### src/rtl/opto_pkg.sv
// Shared definitions for the optical code-wheel edge decoder.
//   state_t      : decoder synchronisation states
//   PER_W        : width of the tooth-to-tooth period counter
//   REV_W        : width of the revolution period counter / o_rev_period
//   CNT_W        : width of the per-revolution fall counter
//   TEETH_DEF    : default falls per revolution, zero edge included
//   FILT_LEN_DEF : default glitch-filter run length
package opto_pkg;

    typedef enum logic [1:0] {
        ST_UNSYNC     = 2'd0,
        ST_ONE_PERIOD = 2'd1,
        ST_LOCKED     = 2'd2
    } state_t;

    localparam int PER_W        = 20;
    localparam int REV_W        = 24;
    localparam int CNT_W        = 8;
    localparam int TEETH_DEF    = 40;
    localparam int FILT_LEN_DEF = 4;

endpackage

### src/rtl/opto_glitch_filter.sv
// Two-flop synchronizer followed by a run-length glitch filter.
// The filtered level only follows the synchronized input after FILT_LEN
// consecutive samples that differ from it; fall pulses for one cycle on
// each accepted 1->0 change (2+FILT_LEN cycles after the raw edge).
//   clk  : clock
//   rst  : synchronous active-high reset (everything idles high)
//   raw  : asynchronous photo-interrupter level
//   fall : one-cycle pulse on an accepted falling level change
module opto_glitch_filter
    import opto_pkg::*;
#(
    parameter int FILT_LEN = FILT_LEN_DEF
) (
    input  logic clk,
    input  logic rst,
    input  logic raw,
    output logic fall
);
    localparam int RUN_W = $clog2(FILT_LEN + 1);

    logic             sync_p0;
    logic             sync_p1;
    logic             level_p2;
    logic [RUN_W-1:0] run_cnt;
    logic             accept;

    // run_cnt counts earlier differing samples, so the FILT_LEN-th one accepts
    assign accept = (sync_p1 != level_p2) && (run_cnt == RUN_W'(FILT_LEN - 1));

    always_ff @(posedge clk) begin
        if (rst) begin
            sync_p0  <= 1'b1;
            sync_p1  <= 1'b1;
            level_p2 <= 1'b1;
            run_cnt  <= '0;
            fall     <= 1'b0;
        end else begin
            // stage p0/p1: metastability synchronizer
            sync_p0 <= raw;
            sync_p1 <= sync_p0;
            // stage p2: filtered level and fall pulse
            fall    <= accept && !sync_p1;
            if (sync_p1 == level_p2) begin
                run_cnt <= '0;
            end else if (accept) begin
                level_p2 <= sync_p1;
                run_cnt  <= '0;
            end else begin
                run_cnt <= run_cnt + 1'b1;
            end
        end
    end
endmodule

### src/rtl/opto_edge_decoder.sv
// Code-wheel decoder: filters the opto input, measures tooth periods,
// finds the wide (zero) slot by 2*P > 3*Q and tracks revolutions.
//   i_clk_50m    : clock
//   i_rst        : synchronous active-high reset
//   i_opto_raw   : asynchronous photo-interrupter level
//   o_opto_fall  : pulse per accepted non-zero tooth fall (LOCKED only)
//   o_zero_sign  : pulse on the fall ending the wide slot
//   o_fall_cnt   : non-zero falls since the last zero (saturating)
//   o_locked     : high while in LOCKED
//   o_tooth_err  : pulse with o_zero_sign when the tooth count is wrong
//   o_rev_period : cycles in the last complete revolution
//   o_rev_valid  : pulse when o_rev_period updates
module opto_edge_decoder
    import opto_pkg::*;
#(
    parameter int FILT_LEN = FILT_LEN_DEF,
    parameter int TEETH    = TEETH_DEF,
    parameter int PERIOD_W = PER_W
) (
    input  logic             i_clk_50m,
    input  logic             i_rst,
    input  logic             i_opto_raw,
    output logic             o_opto_fall,
    output logic             o_zero_sign,
    output logic [CNT_W-1:0] o_fall_cnt,
    output logic             o_locked,
    output logic             o_tooth_err,
    output logic [REV_W-1:0] o_rev_period,
    output logic             o_rev_valid
);
    localparam int                  CMP_W    = PERIOD_W + 2;
    localparam logic [PERIOD_W-1:0] PER_MAX  = '1;
    localparam logic [CNT_W-1:0]    TEETH_NZ = CNT_W'(TEETH - 1);

    function automatic logic [PERIOD_W-1:0] per_inc(input logic [PERIOD_W-1:0] v);
        return (v == PER_MAX) ? v : v + 1'b1;
    endfunction

    function automatic logic [REV_W-1:0] rev_inc(input logic [REV_W-1:0] v);
        return (v == '1) ? v : v + 1'b1;
    endfunction

    function automatic logic [CNT_W-1:0] cnt_inc(input logic [CNT_W-1:0] v);
        return (v == '1) ? v : v + 1'b1;
    endfunction

    // Q == 0 means no previous period has been captured yet: never a zero.
    function automatic logic is_zero(input logic [PERIOD_W-1:0] p,
                                     input logic [PERIOD_W-1:0] q);
        logic [CMP_W-1:0] p2;
        logic [CMP_W-1:0] q3;
        p2 = {1'b0, p, 1'b0};
        q3 = {2'b00, q} + {1'b0, q, 1'b0};
        return (q != '0) && (p2 > q3);
    endfunction

    logic                fall_p0;
    state_t              state;
    state_t              state_nx;
    logic [PERIOD_W-1:0] per_cnt;
    logic [PERIOD_W-1:0] per_q;
    logic [PERIOD_W-1:0] q_nx;
    logic [REV_W-1:0]    rev_cnt;
    logic                sat;
    logic                zero_hit;
    logic                fall_nx;
    logic                zero_nx;
    logic                err_nx;
    logic                revv_nx;
    logic                rev_restart;

    opto_glitch_filter #(.FILT_LEN(FILT_LEN)) u_filt (
        .clk  (i_clk_50m),
        .rst  (i_rst),
        .raw  (i_opto_raw),
        .fall (fall_p0)
    );

    assign sat      = (per_cnt == PER_MAX);
    assign zero_hit = is_zero(per_cnt, per_q);

    always_comb begin
        state_nx    = state;
        q_nx        = per_q;
        fall_nx     = 1'b0;
        zero_nx     = 1'b0;
        err_nx      = 1'b0;
        revv_nx     = 1'b0;
        rev_restart = 1'b0;
        if (sat) begin
            // a stalled wheel drops sync; a coincident fall starts a new search
            q_nx     = '0;
            state_nx = fall_p0 ? ST_ONE_PERIOD : ST_UNSYNC;
        end else if (fall_p0) begin
            unique case (state)
                ST_UNSYNC: begin
                    state_nx = ST_ONE_PERIOD;
                end
                ST_ONE_PERIOD: begin
                    q_nx = per_cnt;
                    if (zero_hit) begin
                        state_nx    = ST_LOCKED;
                        zero_nx     = 1'b1;
                        rev_restart = 1'b1;
                    end
                end
                ST_LOCKED: begin
                    q_nx = per_cnt;
                    if (zero_hit) begin
                        zero_nx     = 1'b1;
                        err_nx      = (o_fall_cnt != TEETH_NZ);
                        revv_nx     = 1'b1;
                        rev_restart = 1'b1;
                    end else begin
                        fall_nx = 1'b1;
                    end
                end
                default: state_nx = ST_UNSYNC;
            endcase
        end
    end

    always_ff @(posedge i_clk_50m) begin
        if (i_rst) begin
            state        <= ST_UNSYNC;
            per_cnt      <= '0;
            per_q        <= '0;
            rev_cnt      <= '0;
            o_opto_fall  <= 1'b0;
            o_zero_sign  <= 1'b0;
            o_tooth_err  <= 1'b0;
            o_rev_valid  <= 1'b0;
            o_locked     <= 1'b0;
            o_fall_cnt   <= '0;
            o_rev_period <= '0;
        end else begin
            // stage p1: decision registers and event outputs
            state       <= state_nx;
            per_cnt     <= fall_p0 ? PERIOD_W'(1) : per_inc(per_cnt);
            per_q       <= q_nx;
            rev_cnt     <= rev_restart ? REV_W'(1) : rev_inc(rev_cnt);
            o_opto_fall <= fall_nx;
            o_zero_sign <= zero_nx;
            o_tooth_err <= err_nx;
            o_rev_valid <= revv_nx;
            o_locked    <= (state_nx == ST_LOCKED);
            if (revv_nx) begin
                o_rev_period <= rev_cnt;
            end
            // stage p2: counter follows the pulses, so it still shows the
            // revolution's count during the o_zero_sign cycle
            if (o_zero_sign) begin
                o_fall_cnt <= '0;
            end else if (o_opto_fall) begin
                o_fall_cnt <= cnt_inc(o_fall_cnt);
            end
        end
    end
endmodule
### config.mk
export PLATFORM = sky130hd
export DESIGN_NAME = opto_edge_decoder
export DESIGN_NICKNAME = d
export VERILOG_FILES = /design/src/rtl/opto_pkg.sv /design/src/rtl/opto_glitch_filter.sv /design/src/rtl/opto_edge_decoder.sv
export SDC_FILE = /design/constraint.sdc
export NUM_CORES = 1
export LEC_CHECK = 0
export ABC_AREA = 1
export CAP_MARGIN = 30
export CORE_UTILIZATION = 60
export CTS_CLUSTER_SIZE = 14
export DETAILED_ROUTE_END_ITERATION = 8
export PLACE_DENSITY = 0.89
export SLEW_MARGIN = 0
export SYNTH_ARGS = -nofsm -noshare
export SYNTH_HDL_FRONTEND = slang
export SYNTH_SLANG_ARGS = --single-unit
### constraint.sdc
create_clock -name i_clk_50m -period 4.6 [get_ports i_clk_50m]
set_clock_uncertainty 0.05 [all_clocks]
set_input_delay 0.69 -clock i_clk_50m [delete_from_list [all_inputs] [get_ports i_clk_50m]]
set_output_delay 0.69 -clock i_clk_50m [all_outputs]
set_load 0.005 [all_outputs]
# Word-level counts from Yosys, hierarchy flattened
# Index checks and enable logic that the tools add are counted.
[op_classes]
addsub = 5
mul = 0
div_mod_pow = 0
n_lt_le_gt_ge = 1
eq_ne = 12
shift = 0
muxes = 17
bitwise = 5
n_reduce_logical = 17
[ops]
columns = ["operator", "n"]
rows = [
  ["$add 24x1->24 const B", 1],
  ["$eq 24x24->1 const B", 1],
  ["$add 20x21->22", 1],
  ["$gt 21x22->1", 1],
  ["$add 20x1->20 const B", 1],
  ["$eq 20x20->1 const B", 1],
  ["$reduce_bool 20->1", 1],
  ["$mux 1", 13],
  ["$reduce_or 2->1", 5],
  ["$add 8x1->8 const B", 1],
  ["$eq 8x8->1 const B", 1],
  ["$ne 8x6->1 const B", 1],
  ["$mux 2", 3],
  ["$pmux 2 s3", 1],
  ["$reduce_and 2->1", 3],
  ["$not 1->1", 5],
  ["$reduce_or 5->1", 1],
  ["$eq 2x2->1 const B", 2],
  ["$reduce_or 4->1", 1],
  ["$add 3x1->3 const B", 1],
  ["$eq 3x2->1 const B", 1],
  ["$logic_and 1x1->1", 3],
  ["$reduce_or 3->1", 1],
  ["$eq 2x1->1 const B", 1],
  ["6 further kinds", 6],
]
[totals]
ff_bits = 110
latch_bits = 0
ram_bits = 0
romBits = 0
in_bits = 3
out_inout_bits = 37
elab_cells = 75
memories = 0

# Logic depth before layout (Yosys ltp)
# Gate-level depths: netlist of run 1.
[logic_depth]
ltp_word = 8
mapped_depth = 29
ltp_nobuf = 29

# Modules after synthesis
# Synthesis of run 1 repeated with hierarchy kept, for this count alone.
[unflattened]
cells_unflattened = 875
hier_area_um2 = 6367.4
[by_module_without_submodules]
columns = ["module", "n_inst", "cells_each", "area_per_inst_um2", "seq_area_each_um2"]
rows = [
  ["opto_edge_decoder", 1, 848, 6117.1, 2062.0],
  ["opto_glitch_filter", 1, 27, 250.2, 140.1],
]

# Least setup slack after synthesis of run 1
# Ideal clock, no wire load.
[synth_path]
path_kind = "register -> register"
start = "reg per_q[1]"
end = "reg rev_cnt[8]"
setup_time_ps = 115
arrival_ps = 3144
required_time_ps = 4435
path_slack_ps = 1291
path_stages_with_launch = 26
path_buffers = 1
period_less_slack_ps = 3309
cell_sequence = "dfxtp_1 > ha_1 > inv_1 > fa_1 > nand3b_1 > nand2_1 > nand3_1 > nand3_2 > a21oi_1 > nor2_1 > nor2_1 > xor2_1 > ha_1 > nand4_1 > nor2_1 > nand2_1 > nor2_1 > nor2_1 > nand2_1 > nor2_1 > nand2_2 > clkinv_4 > nand3_2 > nand2_4 > buf_6 > nor2_1"
[synth_between]
elab_chain_cells = 8
word_cells_on_any_way = 9
cone_classes = "1 x add/sub; 1 x order compare; 4 x mux; 3 x reduce/logical"
[synth_rtl]
columns = ["element", "line", "text"]
rows = [
  ["from (decl)", "opto_edge_decoder.sv:61", "logic [PERIOD_W-1:0] per_q;"],
  ["from (signal assigned)", "opto_edge_decoder.sv:140", "per_q <= q_nx;"],
  ["$add 20x21->22", "opto_edge_decoder.sv:53", "q3 = {2'b00, q} + {1'b0, q, 1'b0};"],
  ["$gt 21x22->1", "opto_edge_decoder.sv:54", "return (q != '0) && (p2 > q3);"],
  ["$logic_and 1x1->1 (*)", "opto_edge_decoder.sv:54", ""],
  ["$mux 1 (*)", "opto_edge_decoder.sv:101, opto_edge_decoder.sv:109", ""],
  ["$mux 1 (*) (3 in a row)", "--", ""],
  ["$reduce_or 2->1 (no line) (*)", "--", ""],
  ["to (signal assigned)", "opto_edge_decoder.sv:141", "rev_cnt <= rev_restart ? REV_W'(1) : rev_inc(rev_cnt);"],
  ["to (decl)", "opto_edge_decoder.sv:63", "logic [REV_W-1:0] rev_cnt;"],
]
# Mark *: on every way between the ends. The rest lies on a longest branch, timed or not.
# A chain may end at the register's enable or synchronous reset.

# Worst setup path in the final report of run 1
[layout_path]
start = "reg per_q[1]"
end = "reg rev_cnt[1]"
# The elaborated chain is that of the path after synthesis.

==> impl_metrics.csv, run 1 <==
group,metric,value,unit
drt,firstDrtPassIters,7,
setup_path,slowest_delay,0.43,ns
power,switchingPower,0.0003885,W
timing,post-route-period-util,0.8752,
power,power.internal,0.001232,W
setup_path,critPathLaunchType,"register",
grt,use_met3,0.04082,
setup_path,critPathMostFrequentCell,"nor2_1",
setup_path,reg2reg_slack,0.57,ns
timing,drv_slew,0,
timing,timing.final.ws_setup,0.5742,ns
timing,hold_violations,0,
power,switching_share,0.2397,
grt,met1_usage,0.3192,
finish,fin_nets,974,
yosys,synthTopCellsByArea,"dfxtp_1 (34%), nand2_1 (12%), ha_1 (11%)",
yosys,syn_nets,941,
setup_path,reg2reg_to,"rev_cnt[1]$_SDFFE_PP0P_",
drt,routed_via_density,5.458,
placed_design,dp_slack,0.6393,ns
floorplanning,die_area,11190,um2
hold_path,holdPathStages,1,
power,p_per_area,227.3,nW/um2
placed_design,gp_congestion,0.9238,
grt,grt_usage,0.2631,
clock_network,insertion_delay,0.38,ns
yosys,ys_seq_elements,110,
floorplanning,fp.dieW,105.8,um
setup_path,critical-path-top-delay-family,"simple AND/OR/NAND/NOR gates",
timing,tightest_slew,0.7956,ns
grt,antenna_found_initial,0,
timing,fin_crit,4.026,ns
setup_path,critical_path_buf_inv_count,2,
setup_path,r2r_cells,24,
clock_network,clockBufferDepth,2,
yosys,synth_most_common_cell,"nand2_1",
placed_design,io_buffers,39,
clock_network,cts_root_buffer,"clkbuf_8",
finish,drive_gt1_frac,0.06120,
drt,drc,0,
drt,ant_nets,0,
timing,fin_setup_tns,0,ns
drt,num_vias,5736,
grt,grt_pass1_vias,5454,
clock_network,cts_buffers,9,
finish,synthToLayoutAreaGrowth,10.34,%
yosys,synth_commonest_cells,"nand2_1 (198), dfxtp_1 (110), inv_1 (103), a21oi_1 (83), nor2_1 (82)",
clock_network,cts.clk_slew.worst_paths,0.11,ns
grt,grt_max_degree,28,
finish,diodes,0,
clock_network,cts_hold_buf,0,
placed_design,dp_hpwl,10360,um
yosys,synth_cell_types,44,
power,p_clk_frac,0.375,
clock_network,cts.sinks,110,
timing,max_freq,248.4,MHz
hold_path,hold_path_startpoint,"u_filt.sync_p0$_SDFF_PP1_",
clock_network,htreeDepth,3,
setup_path,timing_worst_setup_path_type,"register to register",
yosys,yosysSeqAreaShare,0.3408,
yosys,synth_top_area_share,0.3408,
yosys,yosysTopAreaCell,"dfxtp_1",
setup_path,cp.required,4.86,ns
setup_path,worstPathMaxFanout,27,
clock_network,post_cts_buffers,0,
hold_path,hold_class,"register to register",
yosys,async_flop_share,0,
clock_network,cts_resized,0,
timing,rsz0062_at_grt,"false",
timing,setup_violations,0,
yosys,syn_area,6461,um2
power,peakVddDrop,199.2,uV
floorplanning,core,10370,um2
grt,grtUsageMet2,0.4622,
grt,overflow,0,
grt,top_usage_layer,"met2",
setup_path,cp-end-kind,"register",
drt,wire_per_inst,13.27,um
yosys,ys.flop_type,"dfxtp_1",
yosys,yosysWarnings,0,
hold_path,min_to,"u_filt.sync_p1$_SDFF_PP1_",
grt,grt_first_pass_wirelength,24010,um
setup_path,crit_slowest_cell,"dfxtp_1",
setup_path,arrival,4.29,ns
floorplanning,row_count,37,
drt,initialDrtViolationCount,328,
yosys,synth_edf_count,0,
power,combPwrFrac,0.030,
setup_path,crit_start,"per_q[1]$_SDFFE_PP0P_",
power,seq_power_share,0.595,
drt,wl,13950,um
yosys,synthCells,878,
yosys,avgSynthCellArea,7.359,um2
status,status,"complete, no violations",
job,maxCapViolations,0,
setup_path,crit_path_cell_trace,"ha_1 > inv_1 > fa_1 > nand3b_1 > nand2_1 > nand3_1 > nand3_2 > a21oi_1 > nor2_1 > nor2_1 > xor2_1 > ha_1 > nand4_1 > nor2_1 > nand2_1 > nor2_1 > nor2_1 > nand2_1 > nor2_1 > nand2_2 > clkinv_4 > nand3_2 > nand2_4 > a21oi_1",
power,cellLeakagePower,2.833,nW
floorplanning,io_pins,40,
floorplanning,die_h,105.8,um
clock_network,cts_tree,"yes",
floorplanning,start_util,0.6231,
timing,maxSlewHeadroom,0.4690,
setup_path,r2r-start,"per_q[1]$_SDFFE_PP0P_",
[placed cells by master (no fill, tap or decap), drive strengths merged, types with 2 or more instances in the layout]
cell,synthesis,layout
and3,2,2
a211oi,3,3
dfxtp,110,110
or2,5,5
nand3,57,57
ha,59,59
clkbuf,9,9
xnor2,19,19
o21ai,27,27
clkinv,2,5
o211ai,2,2
buf,10,2
o21bai,2,2
a31oi,11,11
inv,105,106
nand2,206,206
nand4,14,14
a21oi,85,85
a21o,2,2
clkdlybuf4s50,0,39
nor3,27,27
nor2,90,90
nor4,2,2
xor2,25,25
[sequential cells by signal, summed over array words and instances, names as in the netlist]
register	cells
o_rev_period	24
o_fall_cnt	8
state	2
o_zero_sign	1
u_filt.run_cnt	3
o_locked	1
u_filt.fall	1
per_q	20
o_rev_valid	1
o_opto_fall	1
u_filt.level_p2	1
rev_cnt	24
u_filt.sync_p0	1
u_filt.sync_p1	1
o_tooth_err	1
per_cnt	20
[logic make-up (layout without fill, tap and decap cells)]
logic type,Yosys count,in the layout,synth area share
and+or+nand+nor,404,404,0.2883
AOI/OAI and AO/OA,134,134,0.1125
buffers and inverters,126,163,0.08133
DFF,110,110,0.3408
adders and majority gates,60,60,0.1174
xor gates and xnor gates,44,44,0.05964
[per-layer routing]
| layer | up-vias | share of wire | wire length (um) |
|---|---|---|---|
| met2 | 135 | 0.49 | 6843 |
| met1 | 2635 | 0.44 | 6175 |
| met5 | - | 0 | 0 |
| li1 | 2931 | - | - |
| met3 | 35 | 0.040 | 559 |
| met4 | 0 | 0.026 | 367 |
[through the flow]
| stage | utilization | hold slack [ns] | power [W] | instances | cell area (um2) |
|---|---|---|---|---|---|
| 2_1_floorplan | - | 0.3395 | 0.001022 | 878 | 6461 |
| 3_5_place_dp | 0.6676 | 0.3477 | 0.001034 | 1036 | 6923 |
| 4_1_cts | 0.6875 | 0.3756 | 0.001633 | 1051 | 7129 |
| 6_report | 0.6875 | 0.3738 | 0.001621 | 1051 | 7129 |
| 5_1_grt | 0.6875 | 0.3784 | 0.001677 | 1051 | 7129 |
| 3_3_place_gp | 0.6676 | 0.3446 | 0.001033 | 1036 | 6923 |
[final cells by class]
cell class,count,area (um2)
Tap cell,136,170.2
Multi-Input combinational cell,642,3734
Clock buffer,9,123.9
Sequential cell,110,2202
Clock inverter,6,82.58
Timing Repair Buffer,41,405.4
Fill cell,846,3241
Inverter,107,411.6
[power groups by stage]
stage / clock (W) / sequential (W) / combinational (W)
floorplan: 0 / 0.000984 / 0.0000387
global placement: 0 / 0.000985 / 0.0000472
detailed placement: 0 / 0.000986 / 0.0000485
CTS: 0.000621 / 0.000964 / 0.0000486
global route: 0.000657 / 0.000965 / 0.0000548
finish: 0.000608 / 0.000964 / 0.0000487
[worst max-delay path by stage]
| stage | to | cells past startpoint |
|---|---|---|
| floorplan | rev_cnt[8]$_SDFFE_PP0P_ | 25 |
| global placement | rev_cnt[15]$_SDFFE_PP0P_ | 24 |
| detailed placement | rev_cnt[1]$_SDFFE_PP0P_ | 24 |
| CTS | rev_cnt[1]$_SDFFE_PP0P_ | 24 |
| global route | rev_cnt[8]$_SDFFE_PP0P_ | 25 |
| finish | rev_cnt[1]$_SDFFE_PP0P_ | 24 |
(Power assumes the default switching activity.)
==> run 2, diff against run 1 <==
--- a/config.mk
+++ b/config.mk
@@ -10,6 +10,7 @@
 export CORE_UTILIZATION = 60
 export CTS_CLUSTER_SIZE = 14
 export DETAILED_ROUTE_END_ITERATION = 8
+export HOLD_SLACK_MARGIN = 0.12
 export PLACE_DENSITY = 0.89
 export SLEW_MARGIN = 0
 export SYNTH_ARGS = -nofsm -noshare
==> constraint.sdc (replaced) <==
create_clock -name i_clk_50m -period 4.6 [get_ports i_clk_50m]
set_clock_uncertainty 0.05 [all_clocks]
set_input_delay 0.46 -clock i_clk_50m [delete_from_list [all_inputs] [get_ports i_clk_50m]]
set_output_delay 0.46 -clock i_clk_50m [all_outputs]
set_load 0.005 [all_outputs]
==> run 2 against run 1 <==
Flip-flop and latch count unchanged. Largest power group unchanged. Die area unchanged. Worst hold slack worse by 0.0031 ns. Largest cell class unchanged. Core utilization down 0.11 points. Sequential power about the same. Combinational power about the same.
==> impl_metrics.csv, run 2 (synthesized netlist as in run 1, its figures left out) <==
group,metric,value,unit
finish,drive_gt1_frac,0.06114,
setup_path,worstPathMaxFanout,27,
grt,overflow,0,
timing,fin_setup_tns,0,ns
clock_network,cts_tree,"yes",
setup_path,slowest_delay,0.43,ns
power,switchingPower,0.0004113,W
drt,initialDrtViolationCount,248,
timing,post-route-period-util,0.8770,
job,maxCapViolations,0,
status,status,"complete, no violations",
clock_network,post_cts_buffers,0,
power,seq_power_share,0.604,
setup_path,critical-path-top-delay-family,"simple AND/OR/NAND/NOR gates",
finish,fin_nets,974,
clock_network,cts_hold_buf,0,
finish,layout_common_cells,"nand2_1 (198), dfxtp_1 (110), inv_1 (103), a21oi_1 (83), nor2_1 (82)",
timing,timing.final.ws_setup,0.5656,ns
floorplanning,die_area,11190,um2
grt,grt_max_degree,28,
drt,routed_via_density,5.443,
setup_path,critical_path_buf_inv_count,2,
clock_network,clockBufferDepth,2,
floorplanning,fp.dieW,105.8,um
drt,wl,14080,um
timing,drv_slew,0,
drt,wl_met3,582,um
power,power.internal,0.001186,W
setup_path,timing_worst_setup_path_type,"register to register",
timing,finalHoldWorstSlack,0.3706,ns
timing,setup_violations,0,
clock_network,htreeDepth,3,
setup_path,crit_slowest_cell,"dfxtp_1",
clock_network,insertion_delay,0.39,ns
hold_path,hold_class,"register to register",
setup_path,cp-end-kind,"register",
clock_network,cts_resized,0,
grt,grt_usage,0.2657,
setup_path,cp.required,4.86,ns
finish,biggestRegsByFlops,"o_rev_period x24, rev_cnt x24",
drt,num_vias,5726,
setup_path,arrival,4.29,ns
finish,diodes,0,
finish,final_common_cell,"nand2_1",
timing,hold_violations,0,
clock_network,cts_buffers,9,
drt,drc,0,
timing,rsz0062_at_grt,"false",
drt,firstDrtPassIters,7,
power,p_clk_frac,0.366,
setup_path,critPathLaunchType,"register",
drt,wire_per_inst,13.38,um
drt,top_layer_used,"met4",
floorplanning,core,10370,um2
floorplanning,row_count,37,
timing,tightest_slew,0.7759,ns
timing,fin_crit,4.034,ns
power,combPwrFrac,0.030,
power,p_per_area,224.4,nW/um2
setup_path,critPathMostFrequentCell,"nor2_1",
drt,route.met2.wl,6991,um
power,switching_share,0.2575,
timing,max_freq,247.9,MHz
clock_network,cts_root_buffer,"clkbuf_8",
setup_path,crit_path_cell_trace,"ha_1 > inv_1 > fa_1 > nand3b_1 > nand2_1 > nand3_1 > nand3_2 > a21oi_1 > nor2_1 > nor2_1 > xor2_1 > ha_1 > nand4_1 > nor2_1 > nand2_1 > nor2_1 > nor2_1 > nand2_1 > nor2_1 > nand2_2 > clkinv_4 > nand3_2 > nand2_4 > nor3_1",
drt,ant_nets,0,
grt,grt_first_pass_wirelength,24240,um
finish,synthToLayoutAreaGrowth,10.17,%
floorplanning,io_pins,40,
floorplanning,die_h,105.8,um
power,total_power,0.001597,W
grt,antenna_found_initial,0,
floorplanning,start_util,0.6231,
placed_design,dp_hpwl,10350,um
timing,maxSlewHeadroom,0.4815,
placed_design,dp_slack,0.6576,ns
clock_network,cts.sinks,110,
power,cellLeakagePower,2.830,nW
placed_design,io_buffers,39,
grt,grt_pass1_vias,5496,
clock_network,cts.clk_slew.worst_paths,0.12,ns
power,peakVddDrop,216.4,uV
drt,wl_met1,6259,um
placed_design,gp_congestion,0.9321,
==> run 2: per-layer routing <==
metal / vias to the layer above / GRT usage
met2: 122 / 0.4743
met1: 2662 / 0.3197
met3: 24 / 0.04515
met4: 0 / 0.09226
met5: - / 0
li1: 2918 / -
==> run 2: area by class of cell <==
cell class              count  area (um2)
clock buffers              10       127.6
multi-input cells         642        3734
flip-flops and latches    110        2202
well taps                 136       170.2
fillers                   872        3252
repair buffers             41       405.4
inverters                 107       411.6
clock inverters             6       67.56
==> run 2: worst register-to-register path, stage by stage (launching register included) <==
cell and delay (ns):
dfxtp_1 0.43, ha_1 0.25, inv_1 0.09, fa_1 0.41, nand3b_1 0.17, nand2_1 0.15, nand3_1 0.12, nand3_2 0.13
a21oi_1 0.11, nor2_1 0.10, nor2_1 0.06, xor2_1 0.16, ha_1 0.31, nand4_1 0.11, nor2_1 0.11, nand2_1 0.06
nor2_1 0.08, nor2_1 0.04, nand2_1 0.06, nor2_1 0.05, nand2_2 0.13, clkinv_4 0.21, nand3_2 0.18, nand2_4 0.20
nor3_1 0.19
==> run 2: path summary, 6_finish.rpt <==
| check | from | end | slack (ns) | cells past startpoint |
|---|---|---|---|---|
| setup / recovery | per_q[1]$_SDFFE_PP0P_ | rev_cnt[2]$_SDFFE_PP0P_ | 0.57 | 24 |
| hold / removal | u_filt.sync_p0$_SDFF_PP1_ | u_filt.sync_p1$_SDFF_PP1_ | 0.37 | 1 |
| setup reg to reg | per_q[1]$_SDFFE_PP0P_ | rev_cnt[2]$_SDFFE_PP0P_ | 0.57 | 24 |
| hold reg to reg | u_filt.sync_p0$_SDFF_PP1_ | u_filt.sync_p1$_SDFF_PP1_ | 0.37 | 1 |
==> run 2: power groups by stage <==
stage                     sequential (W)  clock, W  combinational [W]
after floorplan                 0.000984         0          0.0000387
after global placement          0.000985         0          0.0000471
after detailed placement        0.000986         0          0.0000484
after CTS                       0.000964  0.000593          0.0000484
after global routing            0.000965  0.000633          0.0000556
final                           0.000964  0.000585          0.0000486
==> run 2: stage by stage <==
step                      instances  utilization  cell area, um2
after floorplan                 878            -            6461
after global placement         1036       0.6676            6923
after detailed placement       1036       0.6676            6923
after CTS                      1052       0.6864            7118
after global routing           1052       0.6864            7118
final                          1052       0.6864            7118
==> run 3, diff against run 2 <==
--- a/config.mk
+++ b/config.mk
@@ -7,11 +7,13 @@
 export LEC_CHECK = 0
 export ABC_AREA = 1
 export CAP_MARGIN = 30
+export CORE_MARGIN = 3
 export CORE_UTILIZATION = 60
 export CTS_CLUSTER_SIZE = 14
 export DETAILED_ROUTE_END_ITERATION = 8
 export HOLD_SLACK_MARGIN = 0.12
 export PLACE_DENSITY = 0.89
+export SKIP_CTS_REPAIR_TIMING = 1
 export SLEW_MARGIN = 0
 export SYNTH_ARGS = -nofsm -noshare
 export SYNTH_HDL_FRONTEND = slang
==> run 3 against run 2 <==
Worst hold slack barely moved. Critical path type unchanged. Final cell count shrank 0.19%. Register-to-register slack is essentially flat. Flip-flop and latch count is the same. Count of clock-buffer cells in the layout fell by 1.
==> impl_metrics.csv, run 3 (synthesized netlist as in run 1, its figures left out) <==
group,metric,value,unit
floorplanning,die_h,109.8,um
setup_path,critPathMostFrequentCell,"nor2_1",
drt,drc,0,
finish,layout_common_cells,"nand2_1 (198), dfxtp_1 (110), inv_1 (103), a21oi_1 (83), nor2_1 (82)",
drt,wire_per_inst,13.39,um
finish,fin_nets,973,
timing,timing.final.ws_setup,0.5515,ns
power,cellLeakagePower,2.831,nW
placed_design,dp_slack,0.5770,ns
job,maxCapViolations,0,
floorplanning,start_util,0.6203,
timing,post-route-period-util,0.8801,
timing,hold_violations,0,
setup_path,critical-path-top-delay-family,"simple AND/OR/NAND/NOR gates",
setup_path,crit_path_cell_trace,"ha_1 > inv_1 > fa_1 > nand3b_1 > nand2_1 > nand3_1 > nand3_2 > a21oi_1 > nor2_1 > nor2_1 > xor2_1 > ha_1 > nand4_1 > nor2_1 > nand2_1 > nor2_1 > nor2_1 > nand2_1 > nor2_1 > nand2_2 > clkinv_4 > nand3_2 > nand2_4 > nor3_1",
setup_path,cp.required,4.86,ns
setup_path,timing_worst_setup_path_type,"register to register",
timing,fin_setup_tns,0,ns
timing,drv_slew,0,
grt,grt_usage,0.2475,
setup_path,worstPathMaxFanout,27,
setup_path,arrival,4.31,ns
placed_design,io_buffers,39,
clock_network,cts_root_buffer,"clkbuf_8",
grt,grt_max_degree,28,
setup_path,crit_start,"per_q[1]$_SDFFE_PP0P_",
setup_path,slowest_delay,0.45,ns
timing,tightest_slew,0.8036,ns
clock_network,cts.clk_slew.worst_paths,0.11,ns
finish,n_fill_cell,840,
floorplanning,row_count,37,
placed_design,gp_congestion,0.9565,
finish,seq_area,2202,um2
drt,firstDrtPassIters,5,
drt,ant_nets,0,
grt,antenna_found_initial,0,
clock_network,insertion_delay,0.39,ns
timing,maxSlewHeadroom,0.4630,
clock_network,clockBufferDepth,2,
finish,utilization,0.6834,
finish,multi_input_area,3734,um2
timing,max_freq,247.0,MHz
floorplanning,core,10420,um2
power,peakVddDrop,248.1,uV
floorplanning,die_area,12050,um2
timing,rsz0062_at_grt,"false",
timing,setup_violations,0,
setup_path,critical_path_buf_inv_count,2,
power,total_power,0.001620,W
clock_network,htreeDepth,3,
drt,initialDrtViolationCount,408,
grt,overflow,0,
clock_network,cts.sinks,110,
clock_network,cts_buffers,9,
placed_design,dp_hpwl,10410,um
status,status,"complete, no violations",
drt,wl,14060,um
hold_path,hold_path_startpoint,"u_filt.sync_p0$_SDFF_PP1_",
setup_path,crit_slowest_cell,"dfxtp_1",
finish,synthToLayoutAreaGrowth,10.17,%
setup_path,critPathLaunchType,"register",
drt,routed_via_density,5.424,
finish,final_common_cell,"nand2_1",
setup_path,r2r-start,"per_q[1]$_SDFFE_PP0P_",
grt,grt_first_pass_wirelength,24270,um
floorplanning,fp.dieW,109.8,um
hold_path,hold_class,"register to register",
floorplanning,io_pins,40,
finish,drive_gt1_frac,0.06018,
power,p_per_area,227.5,nW/um2
grt,grt_pass1_vias,5531,
clock_network,cts_tree,"yes",
drt,num_vias,5695,
setup_path,cp-end-kind,"register",
timing,fin_crit,4.048,ns
finish,biggestRegsByFlops,"o_rev_period x24, rev_cnt x24",
finish,diodes,0,
setup_path,reg2reg_slack,0.55,ns
run 3: cell types whose count changed in the layout (fill, tap and decap cells not counted):
cell and delta:
bufinv_16 +1, clkbuf_1 -1, clkinv_8 -2, inv_8 +2, buf_4 -1, inv_6 -2, clkinv_4 +1
run 3: where the power goes:
group	switching (W)	internal, W
sequential	0.00000661	0.000957
combinational	0.0000325	0.0000155
clock	0.000348	0.000260
run 3: cell type report:
class	count	area share
clock inverters	6	0.01107
clock buffers	9	0.01740
repair buffers	40	0.05590
flip-flops and latches	110	0.3094
inverters	107	0.05783
well taps	136	0.02391
multi-input cells	642	0.5245
run 3: final timing paths:
path,end,cells after the start
max reg2reg,rev_cnt[2]$_SDFFE_PP0P_,24
max,rev_cnt[2]$_SDFFE_PP0P_,24
min,u_filt.sync_p1$_SDFF_PP1_,1
min reg2reg,u_filt.sync_p1$_SDFF_PP1_,1
run 3: stage by stage:
stage	hold slack, ns	cells	area, um2
after floorplan	0.3395	878	6461
after global placement	0.3416	1035	6915
after detailed placement	0.3433	1035	6915
after CTS	0.3660	1050	7118
after global routing	0.3876	1050	7118
final	0.3709	1050	7118
run 3: layer usage:
| metal | GRT usage | wire (um) | vias to the layer above |
|---|---|---|---|
| met4 | 0.09261 | 305 | 0 |
| met3 | 0.04169 | 548 | 33 |
| met5 | 0 | 0 | - |
| li1 | - | - | 2921 |
| met1 | 0.3019 | 6169 | 2607 |
| met2 | 0.4355 | 7038 | 134 |
